$ cat src/rtl/stopwatch_pkg.sv
// Shared constants for the stopwatch control block: state codes,
// adjust field selects and the button slot order used by the debouncers.
package stopwatch_pkg;

    // State codes driven on the state output
    localparam logic [1:0] ST_PAUSED  = 2'd0;
    localparam logic [1:0] ST_RUNNING = 2'd1;
    localparam logic [1:0] ST_ADJUST  = 2'd2;

    // Field selects carried on sel_sw / adj_sel
    localparam logic [1:0] SEL_FIELD0 = 2'd0;
    localparam logic [1:0] SEL_FIELD1 = 2'd1;
    localparam logic [1:0] SEL_FIELD2 = 2'd2;
    localparam logic [1:0] SEL_FIELD3 = 2'd3;

    // Slot of each push button in the debouncer bank
    localparam int NUM_BTNS  = 4;
    localparam int BTN_PAUSE = 0;
    localparam int BTN_RST   = 1;
    localparam int BTN_INC   = 2;
    localparam int BTN_DEC   = 3;

endpackage

$ cat src/rtl/btn_debounce.sv
// Push-button conditioner: two-flop synchronizer, stable-count debouncer
// and a one-cycle press pulse on the rising edge of the debounced level.
module btn_debounce #(
    parameter int DB_CYCLES = 16
) (
    input  logic clk,
    input  logic rst,
    input  logic raw,
    output logic level,
    output logic press
);

    localparam int CNT_W = $clog2(DB_CYCLES + 1);
    localparam logic [CNT_W-1:0] CNT_LAST = CNT_W'(DB_CYCLES - 1);

    logic             sync_meta_reg;
    logic             sync_reg;
    logic [CNT_W-1:0] stable_cnt_reg;
    logic             level_reg;
    logic             level_d_reg;
    logic             press_reg;

    // Bring the raw button into the clock domain
    always_ff @(posedge clk or posedge rst) begin
        if (rst) begin
            sync_meta_reg <= 1'b0;
            sync_reg      <= 1'b0;
        end else begin
            sync_meta_reg <= raw;
            sync_reg      <= sync_meta_reg;
        end
    end

    // Accept a new level only after DB_CYCLES consecutive differing samples
    always_ff @(posedge clk or posedge rst) begin
        if (rst) begin
            stable_cnt_reg <= '0;
            level_reg      <= 1'b0;
        end else if (sync_reg == level_reg) begin
            stable_cnt_reg <= '0;
        end else if (stable_cnt_reg == CNT_LAST) begin
            stable_cnt_reg <= '0;
            level_reg      <= sync_reg;
        end else begin
            stable_cnt_reg <= stable_cnt_reg + 1'b1;
        end
    end

    // Registered rising-edge detect; releases never produce a pulse
    always_ff @(posedge clk or posedge rst) begin
        if (rst) begin
            level_d_reg <= 1'b0;
            press_reg   <= 1'b0;
        end else begin
            level_d_reg <= level_reg;
            press_reg   <= level_reg & ~level_d_reg;
        end
    end

    assign level = level_reg;
    assign press = press_reg;

endmodule

$ cat src/rtl/stopwatch_ctrl.sv
// Stopwatch control FSM: conditions buttons and switches, sequences
// run/pause/adjust and issues single-cycle strobes to the BCD datapath.
module stopwatch_ctrl
    import stopwatch_pkg::*;
#(
    parameter int TICK_DIV  = 1000,
    parameter int DB_CYCLES = 16,
    parameter int BLINK_DIV = 500
) (
    input  logic       clk,
    input  logic       rst,
    input  logic       pause_btn,
    input  logic       rst_btn,
    input  logic       inc_btn,
    input  logic       dec_btn,
    input  logic       down_sw,
    input  logic       adj_sw,
    input  logic [1:0] sel_sw,
    input  logic       at_zero,
    output logic       count_en,
    output logic       count_dn,
    output logic       clear,
    output logic       adj_inc,
    output logic       adj_dec,
    output logic [1:0] adj_sel,
    output logic       blink,
    output logic [1:0] state
);

    localparam int TICK_W  = $clog2(TICK_DIV);
    localparam int BLINK_W = $clog2(BLINK_DIV);
    localparam logic [TICK_W-1:0]  TICK_LAST  = TICK_W'(TICK_DIV - 1);
    localparam logic [BLINK_W-1:0] BLINK_LAST = BLINK_W'(BLINK_DIV - 1);

    logic [NUM_BTNS-1:0] btn_raw;
    logic [NUM_BTNS-1:0] btn_level;
    logic [NUM_BTNS-1:0] btn_press;

    assign btn_raw[BTN_PAUSE] = pause_btn;
    assign btn_raw[BTN_RST]   = rst_btn;
    assign btn_raw[BTN_INC]   = inc_btn;
    assign btn_raw[BTN_DEC]   = dec_btn;

    // btn_level is kept for visibility; only the press pulses drive the FSM
    generate
        for (genvar gi = 0; gi < NUM_BTNS; gi++) begin : g_db
            btn_debounce #(.DB_CYCLES(DB_CYCLES)) u_db (
                .clk   (clk),
                .rst   (rst),
                .raw   (btn_raw[gi]),
                .level (btn_level[gi]),
                .press (btn_press[gi])
            );
        end
    endgenerate

    logic pause_press, rst_press, inc_press, dec_press;
    assign pause_press = btn_press[BTN_PAUSE];
    assign rst_press   = btn_press[BTN_RST];
    assign inc_press   = btn_press[BTN_INC];
    assign dec_press   = btn_press[BTN_DEC];

    // Switch bundle {sel_sw, adj_sw, down_sw}; levels only, no debounce
    logic [3:0] sw_meta_reg, sw_sync_reg;

    // Two-flop synchronizer for the slide switches
    always_ff @(posedge clk or posedge rst) begin
        if (rst) begin
            sw_meta_reg <= '0;
            sw_sync_reg <= '0;
        end else begin
            sw_meta_reg <= {sel_sw, adj_sw, down_sw};
            sw_sync_reg <= sw_meta_reg;
        end
    end

    logic adj_req;
    assign adj_req  = sw_sync_reg[1];
    assign count_dn = sw_sync_reg[0];
    assign adj_sel  = sw_sync_reg[3:2];

    logic [1:0]         state_reg, state_next;
    logic [TICK_W-1:0]  tick_reg, tick_next;
    logic [BLINK_W-1:0] blink_div_reg, blink_div_next;
    logic               blink_reg, blink_next;
    logic               count_en_reg, count_en_next;
    logic               clear_reg, clear_next;
    logic               adj_inc_reg, adj_inc_next;
    logic               adj_dec_reg, adj_dec_next;

    // Next-state and strobe decode; priority rst press > adj_sw > pause > tick
    always_comb begin
        state_next     = state_reg;
        tick_next      = tick_reg;
        count_en_next  = 1'b0;
        clear_next     = 1'b0;
        blink_div_next = '0;
        blink_next     = 1'b0;

        if (rst_press) begin
            clear_next = 1'b1;
            tick_next  = '0;
            if (state_reg != ST_ADJUST) state_next = ST_PAUSED;
        end else if (adj_req) begin
            state_next = ST_ADJUST;
        end else begin
            case (state_reg)
                ST_PAUSED: begin
                    if (pause_press) begin
                        state_next = ST_RUNNING;
                        tick_next  = '0;
                    end
                end
                ST_RUNNING: begin
                    if (pause_press) begin
                        state_next = ST_PAUSED;
                    end else if (count_dn && at_zero) begin
                        // Never step a down-counter below zero
                        state_next = ST_PAUSED;
                    end else if (tick_reg == TICK_LAST) begin
                        tick_next     = '0;
                        count_en_next = 1'b1;
                    end else begin
                        tick_next = tick_reg + 1'b1;
                    end
                end
                // Leaving ADJUST, or recovering from the unused code 3
                default: state_next = ST_PAUSED;
            endcase
        end

        // Blink runs only while staying in ADJUST; entry restarts it from 0
        if (state_next == ST_ADJUST && state_reg == ST_ADJUST) begin
            if (blink_div_reg == BLINK_LAST) begin
                blink_div_next = '0;
                blink_next     = ~blink_reg;
            end else begin
                blink_div_next = blink_div_reg + 1'b1;
                blink_next     = blink_reg;
            end
        end

        adj_inc_next = (state_reg == ST_ADJUST) && inc_press && !dec_press;
        adj_dec_next = (state_reg == ST_ADJUST) && dec_press && !inc_press;
    end

    // State, dividers and registered strobes
    always_ff @(posedge clk or posedge rst) begin
        if (rst) begin
            state_reg     <= ST_PAUSED;
            tick_reg      <= '0;
            blink_div_reg <= '0;
            blink_reg     <= 1'b0;
            count_en_reg  <= 1'b0;
            clear_reg     <= 1'b0;
            adj_inc_reg   <= 1'b0;
            adj_dec_reg   <= 1'b0;
        end else begin
            state_reg     <= state_next;
            tick_reg      <= tick_next;
            blink_div_reg <= blink_div_next;
            blink_reg     <= blink_next;
            count_en_reg  <= count_en_next;
            clear_reg     <= clear_next;
            adj_inc_reg   <= adj_inc_next;
            adj_dec_reg   <= adj_dec_next;
        end
    end

    assign state    = state_reg;
    assign count_en = count_en_reg;
    assign clear    = clear_reg;
    assign adj_inc  = adj_inc_reg;
    assign adj_dec  = adj_dec_reg;
    assign blink    = blink_reg;

endmodule
$ cat config.mk
export PLATFORM = sky130hd
export DESIGN_NAME = stopwatch_ctrl
export DESIGN_NICKNAME = d
export VERILOG_FILES = /design/src/rtl/stopwatch_pkg.sv /design/src/rtl/btn_debounce.sv /design/src/rtl/stopwatch_ctrl.sv
export SDC_FILE = /design/constraint.sdc
export NUM_CORES = 1
export LEC_CHECK = 0
export ABC_CLOCK_PERIOD_IN_PS = 4300
export BUFFER_PORTS_ARGS = -buffer_cell sky130_fd_sc_hd__buf_2
export CAP_MARGIN = 25
export CORE_ASPECT_RATIO = 1.5
export CORE_UTILIZATION = 60
export CTS_BUF_LIST = sky130_fd_sc_hd__clkbuf_8
export CTS_CLUSTER_DIAMETER = 120
export DETAILED_ROUTE_END_ITERATION = 10
export MAX_ROUTING_LAYER = met4
export PLACE_DENSITY = 0.79
export SLEW_MARGIN = 20
export SYNTH_ARGS = -nofsm -noshare
export SYNTH_HDL_FRONTEND = slang
export SYNTH_SLANG_ARGS = --single-unit
$ cat constraint.sdc
create_clock -name clk -period 4.3 [get_ports clk]
set_input_delay 0.86 -clock clk [delete_from_list [all_inputs] [get_ports clk]]
set_output_delay 0.86 -clock clk [all_outputs]
set_load 0.02 [all_outputs]
==> impl_results.md, run 1 <==
- Number of cells on the critical path: 1
- Leak Pwr: 1.61 nW
- Sequential element share of the synthesized area: 63.9%
- Cell Int Power: 967 uW
- Highest routing layer actually used: met4
- Register bit count reported by yosys: 74
- Met3 wire length: 149 um
- Max-cap viol count: 0
- # DRC: 0
- VDD IR max: ~0.33 mV
- Switching power share of the total: a little over a fifth
- Share of the cycle needed by the critical path after routing: around two fifths
- Top_reg_cell synth: dfrtp_1
- Average cell area after synthesis: roughly 12 um^2
- Die outline width: 58.8 um
- Total of cells resized after clock tree synthesis: 0
- Mapped Area: 0.00290 mm^2
- Buffers & Inverters on Critical Path: 1
- Max Freq: 0.557 GHz
- Worst min-delay path category: flop to flop
- Worst hold path startpoint: g_db[3].u_db.sync_meta_reg
- Pins over their slew limit: 0
- Delay of the slowest cell on the worst path: 0.41 ns
- Met2 wirelength from detailed routing: ~2100 um
- Relative max-transition margin: 56.2%
- TritonCTS clock tree: built
- Worst r2r src: g_db[1].u_db.press
- Largest delay share family, worst path: flip-flops
- Hold buffer count at cts: 0
- Design area: 0.00326 mm^2
- Met1 Wirelength: slightly below 2000 um
- Clock sink count: 74
- Die Y-Extent: 87.1 um
- Count of H-tree levels built during CTS: 3
- Series of cell instances along the critical path: buf_2
- Register clock-pin slew on the reported worst setup and hold paths: roughly 0.070 ns
- Data arrival, critical path: 0.94 ns
- Final count of negative-setup-slack endpoints: 0
- Number of enable-type register cells in the synthesized netlist: 0
- Clock latency at the later pin of the worst-skew pair: 0.34 ns
- Max Clock Skew: a little under 0.009 ns
- Antenna cells: 0
- Root cell of the clock tree: clkbuf_8
- Remaining global-route overflow: 0
- Deepest clock path buffer count: 2
- Total number of vias: 1782
- Net count of the mapped netlist: 260
- Total cell area at the placement stage: 0.00309 mm^2
- Slowest CP cell: dfrtp_1
- Synth cell types: 38
- Number of global-route vias before repair: between 1500 and 2000
- Fraction of layout instances using a drive strength above 1: between 10% and 20%
- Accumulated negative setup slack: 0 ns
- Number of cells traversed by the worst register-to-register path: 4
- Per-cell via count in the routed design: 5.24
- Count of nets after finishing: 289
- Quantity of I/O buffers inserted on ports: 20
- Worst EP required: 3.44 ns
- Post-CTS setup buffers: 0
- GRT Total Usage: a little over a fifth
- Share of synthesized flip-flops with an asynchronous set or reset: 100%
- Final Critical Period: between 1.5 and 2 ns
- Category of the worst setup path launch point: flop
- Area of the placeable core: 0.00458 mm^2
- Share of total power in combinational logic: 4.1%
- TritonCTS Buffers: 9
- Part of the total power dissipated in sequential elements: 58.8%
- RD Place Congestion: 0.879
- Final Hold Fails: 0
- Pin slew with the least headroom to its limit: 0.656 ns
- Max Fanout on Critical Path: 5
- Hold-critical path depth: 0
- RSZ-0062 raised after global routing: no
- Starting Density: 63.3%
- Detailed-router iteration count before antenna repair: 4
- Antenna violations before repair: 0
- Global-route wire length before repair: 7550 um
- Category of the most critical setup path: flop to output port
- Antenna-violating nets left: 0
- Switching power of the nets: 271 uW
- Initial DRC count: 65
- Power per unit of standard cell area: between 300 and 400 mW/mm^2
- Number of synthesis warnings: 0
- Launch point of the critical path: state[0]
- Half-perimeter wire length after placement: 3070 um
- Max reg flops: 20
- Pin count of the biggest net entering global routing: 31
- Relative area change from synthesis to final layout: 12.6%
- Nature of the critical path endpoint: output port
- Detailed-route wire length: 4350 um
- Die Outline Area: 0.00512 mm^2
- Result of the run: finished clean
- Avg WL per Cell: 12.8 um
- # IOs: 21
- Row count: 30
- Clock network fraction of total power: 37.1%
- Post-synthesis instance total: roughly 240
[power by group through the flow]
stage	Combinational [mW]	Sequential, mW	Clock, mW
after detailed placement	0.0525	0.741	0
after global routing	0.0602	0.730	0.501
final	0.0509	0.728	0.459
after CTS	0.0528	0.728	0.473
after floorplan	0.0345	0.739	0
after global placement	0.0474	0.740	0
[layout make-up]
class                      count  area (um^2)
clock inverter                 4         20.0
fill                         336         1320
clock buffer                  11          151
sequential                    74         1850
tap                           64         80.1
inverter                       6         22.5
multi-input combinational    159         1000
timing repair buffer          22          135
[stage by stage]
step | utilization [%] | power [mW] | setup slack (ns) | hold slack (ns) | cells
finish | 71.3 | 1.24 | 2.50 | 0.351 | 340
global placement | 66.9 | 0.788 | 2.22 | 0.332 | 324
CTS | 71.3 | 1.25 | 2.48 | 0.351 | 340
floorplan | - | 0.774 | 1.56 | 0.331 | 243
detailed placement | 67.5 | 0.793 | 2.19 | 0.335 | 325
global route | 71.3 | 1.29 | 2.42 | 0.359 | 340
[routing by layer]
layer	global-route usage (%)	vias up
met5	-	-
met4	13.0	0
met3	5.35	14
met2	32.5	37
met1	24.8	852
li1	-	879
[layout by cell type (no fill, tap or decap), types with 2 or more instances in the layout]
master | netlist | layout
dfrtp_1 | 74 | 74
nor2_1 | 33 | 33
buf_2 | 0 | 20
nand3_1 | 16 | 16
xor2_1 | 13 | 13
clkbuf_8 | 0 | 11
nand2_1 | 9 | 9
xnor2_1 | 9 | 9
and2_1 | 8 | 8
inv_1 | 6 | 7
o21ai_0 | 6 | 6
nand4_1 | 6 | 6
nor2b_1 | 6 | 6
a21oi_1 | 6 | 6
ha_1 | 6 | 6
and3_1 | 5 | 5
mux2_2 | 4 | 4
nand2b_1 | 3 | 3
nor4_1 | 3 | 3
nor3_1 | 3 | 3
or3_1 | 3 | 3
o21ai_1 | 2 | 2
nor3b_1 | 2 | 2
a31oi_1 | 2 | 2
[path summary, 6_finish.rpt]
check	to	slack (ns)
max	state[0]	2.50
max reg2reg	tick_reg[9]	2.52
max in group asynchronous	tick_reg[1]	2.81
min	g_db[3].u_db.sync_reg	0.35
min reg2reg	g_db[3].u_db.sync_reg	0.35
min in group asynchronous	g_db[3].u_db.sync_meta_reg	0.62
[kinds of logic after synthesis]
| kind of cell | count (synthesis) | synth area share, % |
|---|---|---|
| AO/OA/AOI/OAI | 22 | 4.79 |
| multiplexers | 5 | 1.90 |
| buffers and inverters | 10 | 1.55 |
| XOR/XNOR | 22 | 6.65 |
| adder cells (fa/ha/maj) | 6 | 2.59 |
| flip-flops | 74 | 63.9 |
| AND/OR/NAND/NOR | 104 | 18.6 |
[synthesized netlist by cell type (3+ instances only)]
cell type	number	share of area, %
nand2_1	9	1.2
nor4_1	3	0.65
nand4_1	6	1.3
xnor2_1	9	2.7
nor2b_1	6	1.3
and3_1	5	1.1
or3_1	3	0.65
nand2b_1	3	0.65
o21ai_0	6	1.0
xor2_1	13	3.9
ha_1	6	2.6
mux2_2	4	1.6
inv_1	6	0.78
nor2_1	33	4.3
dfrtp_1	74	64
nand3_1	16	2.8
nor3_1	3	0.52
a21oi_1	6	1.0
and2_1	8	1.7
No activity file was read; power rests on OpenSTA's default activity.
==> run 2, diff against run 1 <==
- ABC_CLOCK_PERIOD_IN_PS: 4300 -> 1700
- clock period: 4.3 -> 1.7 ns (I/O delays scaled with it)
==> run 2 against run 1 <==
Register-to-register slack got worse by 2.5 ns. Utilization increased by 3.3 points. Hold slack got worse by 0.30 ns. Die area unchanged. Highest routed layer unchanged. Clock power increased to 3.3 times the previous value.
==> impl_results.md, run 2 (synthesis gave the netlist of run 1 again) <==
- Result of the run: finished clean
- Category of the worst setup path launch point: flop
- # IOs: 21 (unchanged)
- Max Fanout on Critical Path: 6 (+1)
- Delay of the slowest cell on the worst path: 0.48 ns (+0.07 ns)
- Area of the placeable core: 0.00458 mm^2 (unchanged)
- RD Place Congestion: 0.845 (-3.8%)
- Final hold slack: 0.0513 ns (-0.300 ns)
- Pins over their slew limit: 0 (unchanged)
- Category of the most critical setup path: flop to flop
- Clock latency at the later pin of the worst-skew pair: 0.34 ns (about the same)
- Share of the cycle needed by the critical path after routing: around 97%
- Die Outline Area: 0.00512 mm^2 (unchanged)
- Root cell of the clock tree: clkbuf_8
- Die outline width: 58.8 um (unchanged)
- Detailed-router iteration count before antenna repair: 5 (+1)
- Fraction of layout instances using a drive strength above 1: 20.6% (+3.9 points)
- Final Util: 74.5% (+3.3 points)
- Worst EP required: 1.97 ns (-1.47 ns)
- TritonCTS Buffers: 9 (unchanged)
- Worst r2r src: g_db[0].u_db.press
- Avg WL per Cell: 13.2 um (+2.8%)
- Global-route wire length before repair: 8000 um (+6.0%)
- Data arrival, critical path: 1.92 ns (+0.98 ns)
- Register-to-register setup slack: 0.05 ns (-2.47 ns)
- Worst min-delay path category: input port to async pin
- Initial DRC count: 68 (+4.6%)
- Leading cell types in the layout, fill and taps excluded: 74 x dfrtp_1, 33 x nor2_1, 20 x buf_2
- Max reg flops: 20 (unchanged)
- Deepest clock path buffer count: 2 (unchanged)
- Power per unit of standard cell area: 1020 mW/mm^2 (+170%)
- Final Critical Period: 1.65 ns
- GRT Total Usage: 22.3% (+1.1 points)
- Count of nets after finishing: 299 (+3.5%)
- Detailed-route wire length: 4620 um (+6.1%)
- Half-perimeter wire length after placement: 3100 um (+1.2%)
- Leak Pwr: 1.68 nW (+4.7%)
- Hold buffer count at cts: 0 (unchanged)
- Row count: 30 (unchanged)
- Series of cell instances along the critical path: and2b_1 > a211oi_2 > or2_4 > or4_4 > a21oi_2
- Count of H-tree levels built during CTS: 3 (unchanged)
- Launch point of the critical path: g_db[0].u_db.press
- Final Total Pwr: 3.49 mW (+180%)
- Pin slew with the least headroom to its limit: 0.416 ns (-0.240 ns)
- Number of global-route vias before repair: 1889 (+7.5%)
- Max-cap viol count: 0 (unchanged)
- Antenna cells: 0 (unchanged)
- Relative max-transition margin: 72.0% (+16 points)
- Die Y-Extent: 87.1 um (unchanged)
- Number of cells traversed by the worst register-to-register path: 5 (+1)
- Antenna-violating nets left: 0 (unchanged)
- Capture point of the worst reg-to-reg path: tick_reg[9]
- Relative area change from synthesis to final layout: 17.7%
- Quantity of I/O buffers inserted on ports: 20 (unchanged)
- Starting Density: 63.3% (unchanged)
- Nature of the critical path endpoint: flop
- Max Clock Skew: 0.00644 ns (-0.00235 ns)
- Register clock-pin slew on the reported worst setup and hold paths: 0.07 ns (about the same)
- Commonest non-fill, non-tap cell in the layout: dfrtp_1
- Final count of negative-setup-slack endpoints: 0 (unchanged)
- VDD IR max: 0.924 mV (+180%)
- Total number of vias: 1870 (+4.9%)
- Slowest CP cell: or4_4
- Pin count of the biggest net entering global routing: 45 (+45%)
- Final Hold Fails: 0 (unchanged)
- Remaining global-route overflow: 0 (unchanged)
- Max Freq: 0.608 GHz
- Clock sink count: 74 (unchanged)
- # DRC: 0 (unchanged)
- Antenna violations before repair: 0 (unchanged)
- Per-cell via count in the routed design: 5.33 (+1.6%)
- TritonCTS clock tree: built
run 2: cell types whose count changed in the layout (fill, tap and decap cells not counted):
cell,change
a21oi_2,+1
a21oi_1,-1
inv_1,-1
bufinv_16,+2
inv_2,-1
buf_16,-1
nor2b_4,+1
clkinv_4,+1
buf_4,+9
buf_12,+2
nor2b_2,-1
run 2: per-stage QoR:
| step | area (um^2) | instances | setup TNS [ns] | setup WS [ns] |
|---|---|---|---|---|
| final | 3410 | 351 | 0 | 0.0545 |
| after global routing | 3410 | 351 | -0.00363 | -0.00276 |
| after CTS | 3400 | 351 | 0 | 0.0218 |
| after detailed placement | 3180 | 335 | 0 | 0.0705 |
| after global placement | 3180 | 335 | 0 | 0.111 |
| after floorplan | 2900 | 243 | 0 | 0.0315 |
run 2: layout make-up:
class	count	area [um^2]
repair buffers	32	215
flip-flops and latches	74	1850
clock buffers	11	151
well taps	64	80.1
fillers	330	1170
clock inverters	5	77.6
multi-input cells	159	1010
inverters	6	26.3
run 2: report_power, final:
group	total [mW]	switching [mW]	internal (mW)
clock network	1.51	0.608	0.901
logic	0.138	0.0828	0.0552
registers	1.84	0.0323	1.81
total	3.49	0.723	2.76
run 2: routing by layer:
layer	track usage [%]	part of all wire, %
met5	-	0
met4	13.0	3.1
met3	8.02	4.2
met2	33.7	50
met1	25.3	43
run 2: worst max-delay path by stage:
stage                        to  slack [ns]  cells after the start
floorplan           tick_reg[9]        0.03                      5
global placement    tick_reg[9]        0.11                      5
detailed placement  tick_reg[9]        0.07                      5
CTS                 tick_reg[3]        0.02                      5
global route        tick_reg[6]      -0.003                      5
finish              tick_reg[9]        0.05                      5
run 2: worst max-delay path, delay by kind of cell (launching register included):
family	cells	cell delay, ns
flip-flops	1	0.38
AO/OA/AOI/OAI	2	0.21
AND/OR/NAND/NOR	3	0.98
run 2: what timing repair did:
action                                  4_1_cts  5_1_grt
resized for setup                             0        2
setup buffers                                 0        0
hold endpoints to repair                      0        0
endpoints found under the setup margin        0        7
==> run 3, diff against run 2 <==
- PLACE_DENSITY: 0.79 -> 0.89
==> run 3 against run 2 <==
Sequential share of layout area fell by 0.32 points. Utilization rose by 0.44 points. Flip-flop and latch count did not move. Combinational power rose by 6%. Count of clock-buffer cells in the layout fell by 2. Power rose by 0.22%. Fmax fell by 2.7%. Largest cell class unchanged. Critical path depth did not move. Critical path type unchanged. Register-to-register slack got worse by 0.05 ns. Global-route usage rose by 2.3 points. Hold slack got worse by 0.0087 ns. Setup slack got worse by 0.045 ns.
==> impl_results.md, run 3 (synthesis gave the netlist of run 1 again) <==
- Share of the cycle needed by the critical path after routing: 99.5% (+2.7 points)
- Met2 wirelength from detailed routing: 2840 um (+23%)
- Largest delay share family, worst path: simple AND/OR/NAND/NOR gates
- Per-cell via count in the routed design: 5.52 (+3.6%)
- TritonCTS clock tree: built
- # DRC: 0 (unchanged)
- Global-route wire length before repair: 8800 um (+10%)
- Initial DRC count: 131 (+93%)
- Design area: 0.00343 mm^2 (+0.59%)
- Fillers: 312 (-5.5%)
- Leak Pwr: 1.67 nW (-0.58%)
- Highest routing layer actually used: met4
- Commonest non-fill, non-tap cell in the layout: dfrtp_1
- Detailed-route wire length: 5230 um (+13%)
- Relative max-transition margin: 74.4% (+2.4 points)
- Max Fanout on Critical Path: 5 (-1)
- Total number of vias: 1949 (+4.2%)
- Register clock-pin slew on the reported worst setup and hold paths: 0.08 ns (about the same)
- Total cell area at the placement stage: 0.00317 mm^2 (-0.24%)
- Final count of negative-setup-slack endpoints: 0 (unchanged)
- Relative area change from synthesis to final layout: 18.4%
- Data arrival, critical path: 1.97 ns (+0.05 ns)
- Delay of the slowest cell on the worst path: 0.48 ns (about the same)
- Max-cap viol count: 0 (unchanged)
- Root cell of the clock tree: clkbuf_8
- Series of cell instances along the critical path: nor2_4 > o21ai_1 > or2_4 > or4_4 > a21oi_2
- Die outline width: 58.8 um (unchanged)
- Category of the worst setup path launch point: flop
- Result of the run: finished clean
- Buffers & Inverters on Critical Path: 0 (unchanged)
- Final Hold Fails: 0 (unchanged)
- Met3 wire length: 226 um (+16%)
- Clock latency at the later pin of the worst-skew pair: 0.35 ns (about the same)
- Cell Int Power: 2.70 mW (-2.3%)
- Detailed-router iteration count before antenna repair: 4 (-1)
- Pin count of the biggest net entering global routing: 41 (-8.9%)
- Category of the most critical setup path: flop to flop
- Leading cell types in the layout, fill and taps excluded: 74 x dfrtp_1, 32 x nor2_1, 20 x buf_2
- Share of total power in combinational logic: 4.2% (+0.2 points)
- Switching power of the nets: 795 uW (+10%)
- Slowest CP cell: or4_4
- Quantity of I/O buffers inserted on ports: 20 (unchanged)
- Clock sink count: 74 (unchanged)
- Switching power share of the total: 22.8% (+2.0 points)
- Die Y-Extent: 87.1 um (unchanged)
- Pins over their slew limit: 0 (unchanged)
- Row count: 30 (unchanged)
- Deepest clock path buffer count: 2 (unchanged)
- Pin slew with the least headroom to its limit: 0.380 ns (-0.0353 ns)
- Met1 Wirelength: 1990 um (+1.1%)
- Max Clock Skew: 0.00721 ns (+0.000769 ns)
- Hold buffer count at cts: 0 (unchanged)
- Power per unit of standard cell area: 1020 mW/mm^2 (-0.36%)
- Antenna cells: 0 (unchanged)
- Count of H-tree levels built during CTS: 3 (unchanged)
- RD Place Congestion: 0.912 (+8.0%)
- Avg WL per Cell: 14.8 um (+13%)
- Final Critical Period: 1.69 ns (+0.0453 ns)
- Antenna-violating nets left: 0 (unchanged)
- VDD IR max: 0.899 mV (-2.6%)
- Part of the total power dissipated in sequential elements: 52.7% (about the same)
- Half-perimeter wire length after placement: 3450 um (+11%)
- Worst EP required: 1.98 ns (about the same)
- Antenna violations before repair: 0 (unchanged)
- Fraction of layout instances using a drive strength above 1: 22.5% (+1.9 points)
- GRT Total Usage: 24.6% (+2.3 points)
- TritonCTS Buffers: 9 (unchanged)
- Remaining global-route overflow: 0 (unchanged)
- Max Freq: 0.591 GHz (-2.7%)
- # IOs: 21 (unchanged)
- RSZ-0062 raised after global routing: yes
- Nature of the critical path endpoint: flop
- Count of nets after finishing: 301 (+0.67%)
- Starting Density: 63.3% (unchanged)
- Clock network fraction of total power: 43.1% (-0.2 points)
- Worst min-delay path category: input port to async pin
- Die Outline Area: 0.00512 mm^2 (unchanged)
- Area of the placeable core: 0.00458 mm^2 (unchanged)
- Max reg flops: 20 (unchanged)
- Number of global-route vias before repair: 2078 (+10%)
- Accumulated negative setup slack: 0 ns (unchanged)
[run 3: worst min-delay path, delay by kind of cell]
kind | cells | cell delay [ns]
buffers and inverters | 3 | 0.42
[run 3: metal layers]
layer | global-route usage [%] | vias up
li1 | - | 908
met1 | 25.9 | 956
met2 | 40.2 | 63
met3 | 7.73 | 22
met4 | 13.9 | 0
met5 | - | -
[run 3: power by group through the flow]
stage	clock network [mW]	logic, mW	registers [mW]
floorplan	0	0.0876	1.87
global placement	0	0.137	1.87
detailed placement	0	0.145	1.87
CTS	1.53	0.147	1.84
global route	1.62	0.169	1.85
finish	1.51	0.146	1.84
[run 3: per-stage QoR]
stage	utilization [%]	power (mW)	setup slack [ns]	instances	hold slack, ns
finish	75.0	3.49	0.00927	353	0.0426
global route	75.0	3.63	-0.0442	353	0.0668
CTS	74.4	3.52	0.00196	351	0.0471
detailed placement	69.2	2.02	0.0409	334	0.339
global placement	69.2	2.01	0.111	334	0.331
floorplan	-	1.96	0.0315	243	0.331
[run 3: layout make-up]
class                           instances  area (um^2)  share of cell area [%]
Sequential cell                        74         1850                    53.9
Multi-Input combinational cell        159         1020                    29.7
Timing Repair Buffer                   34          230                    6.71
Clock buffer                            9          124                    3.61
Clock inverter                          7          100                    2.92
Tap cell                               64         80.1                    2.33
Inverter                                6         26.3                   0.765
[run 3: timing repair]
| action | 4_1_cts | 5_1_grt |
|---|---|---|
| endpoints found under the setup margin | 2 | 5 |
| pin swaps | 0 | 2 |
| buffers inserted | 1 | 2 |
| resized for setup | 2 | 3 |
[run 3: path summary, 6_finish.rpt]
| path | start | end | slack, ns | depth (start not counted) |
|---|---|---|---|---|
| max in group asynchronous | rst | tick_reg[5] | 1.45 | 3 |
| worst min-delay path | rst | g_db[1].u_db.level_d_reg | 0.04 | 3 |
| worst max-delay path | state[1] | tick_reg[9] | 0.009 | 5 |
| min in group clk | inc_btn | g_db[2].u_db.sync_meta_reg | 0.09 | 1 |
| worst min register to register | g_db[0].u_db.sync_meta_reg | g_db[0].u_db.sync_reg | 0.35 | 0 |
| worst max register to register | state[1] | tick_reg[9] | 0.009 | 5 |
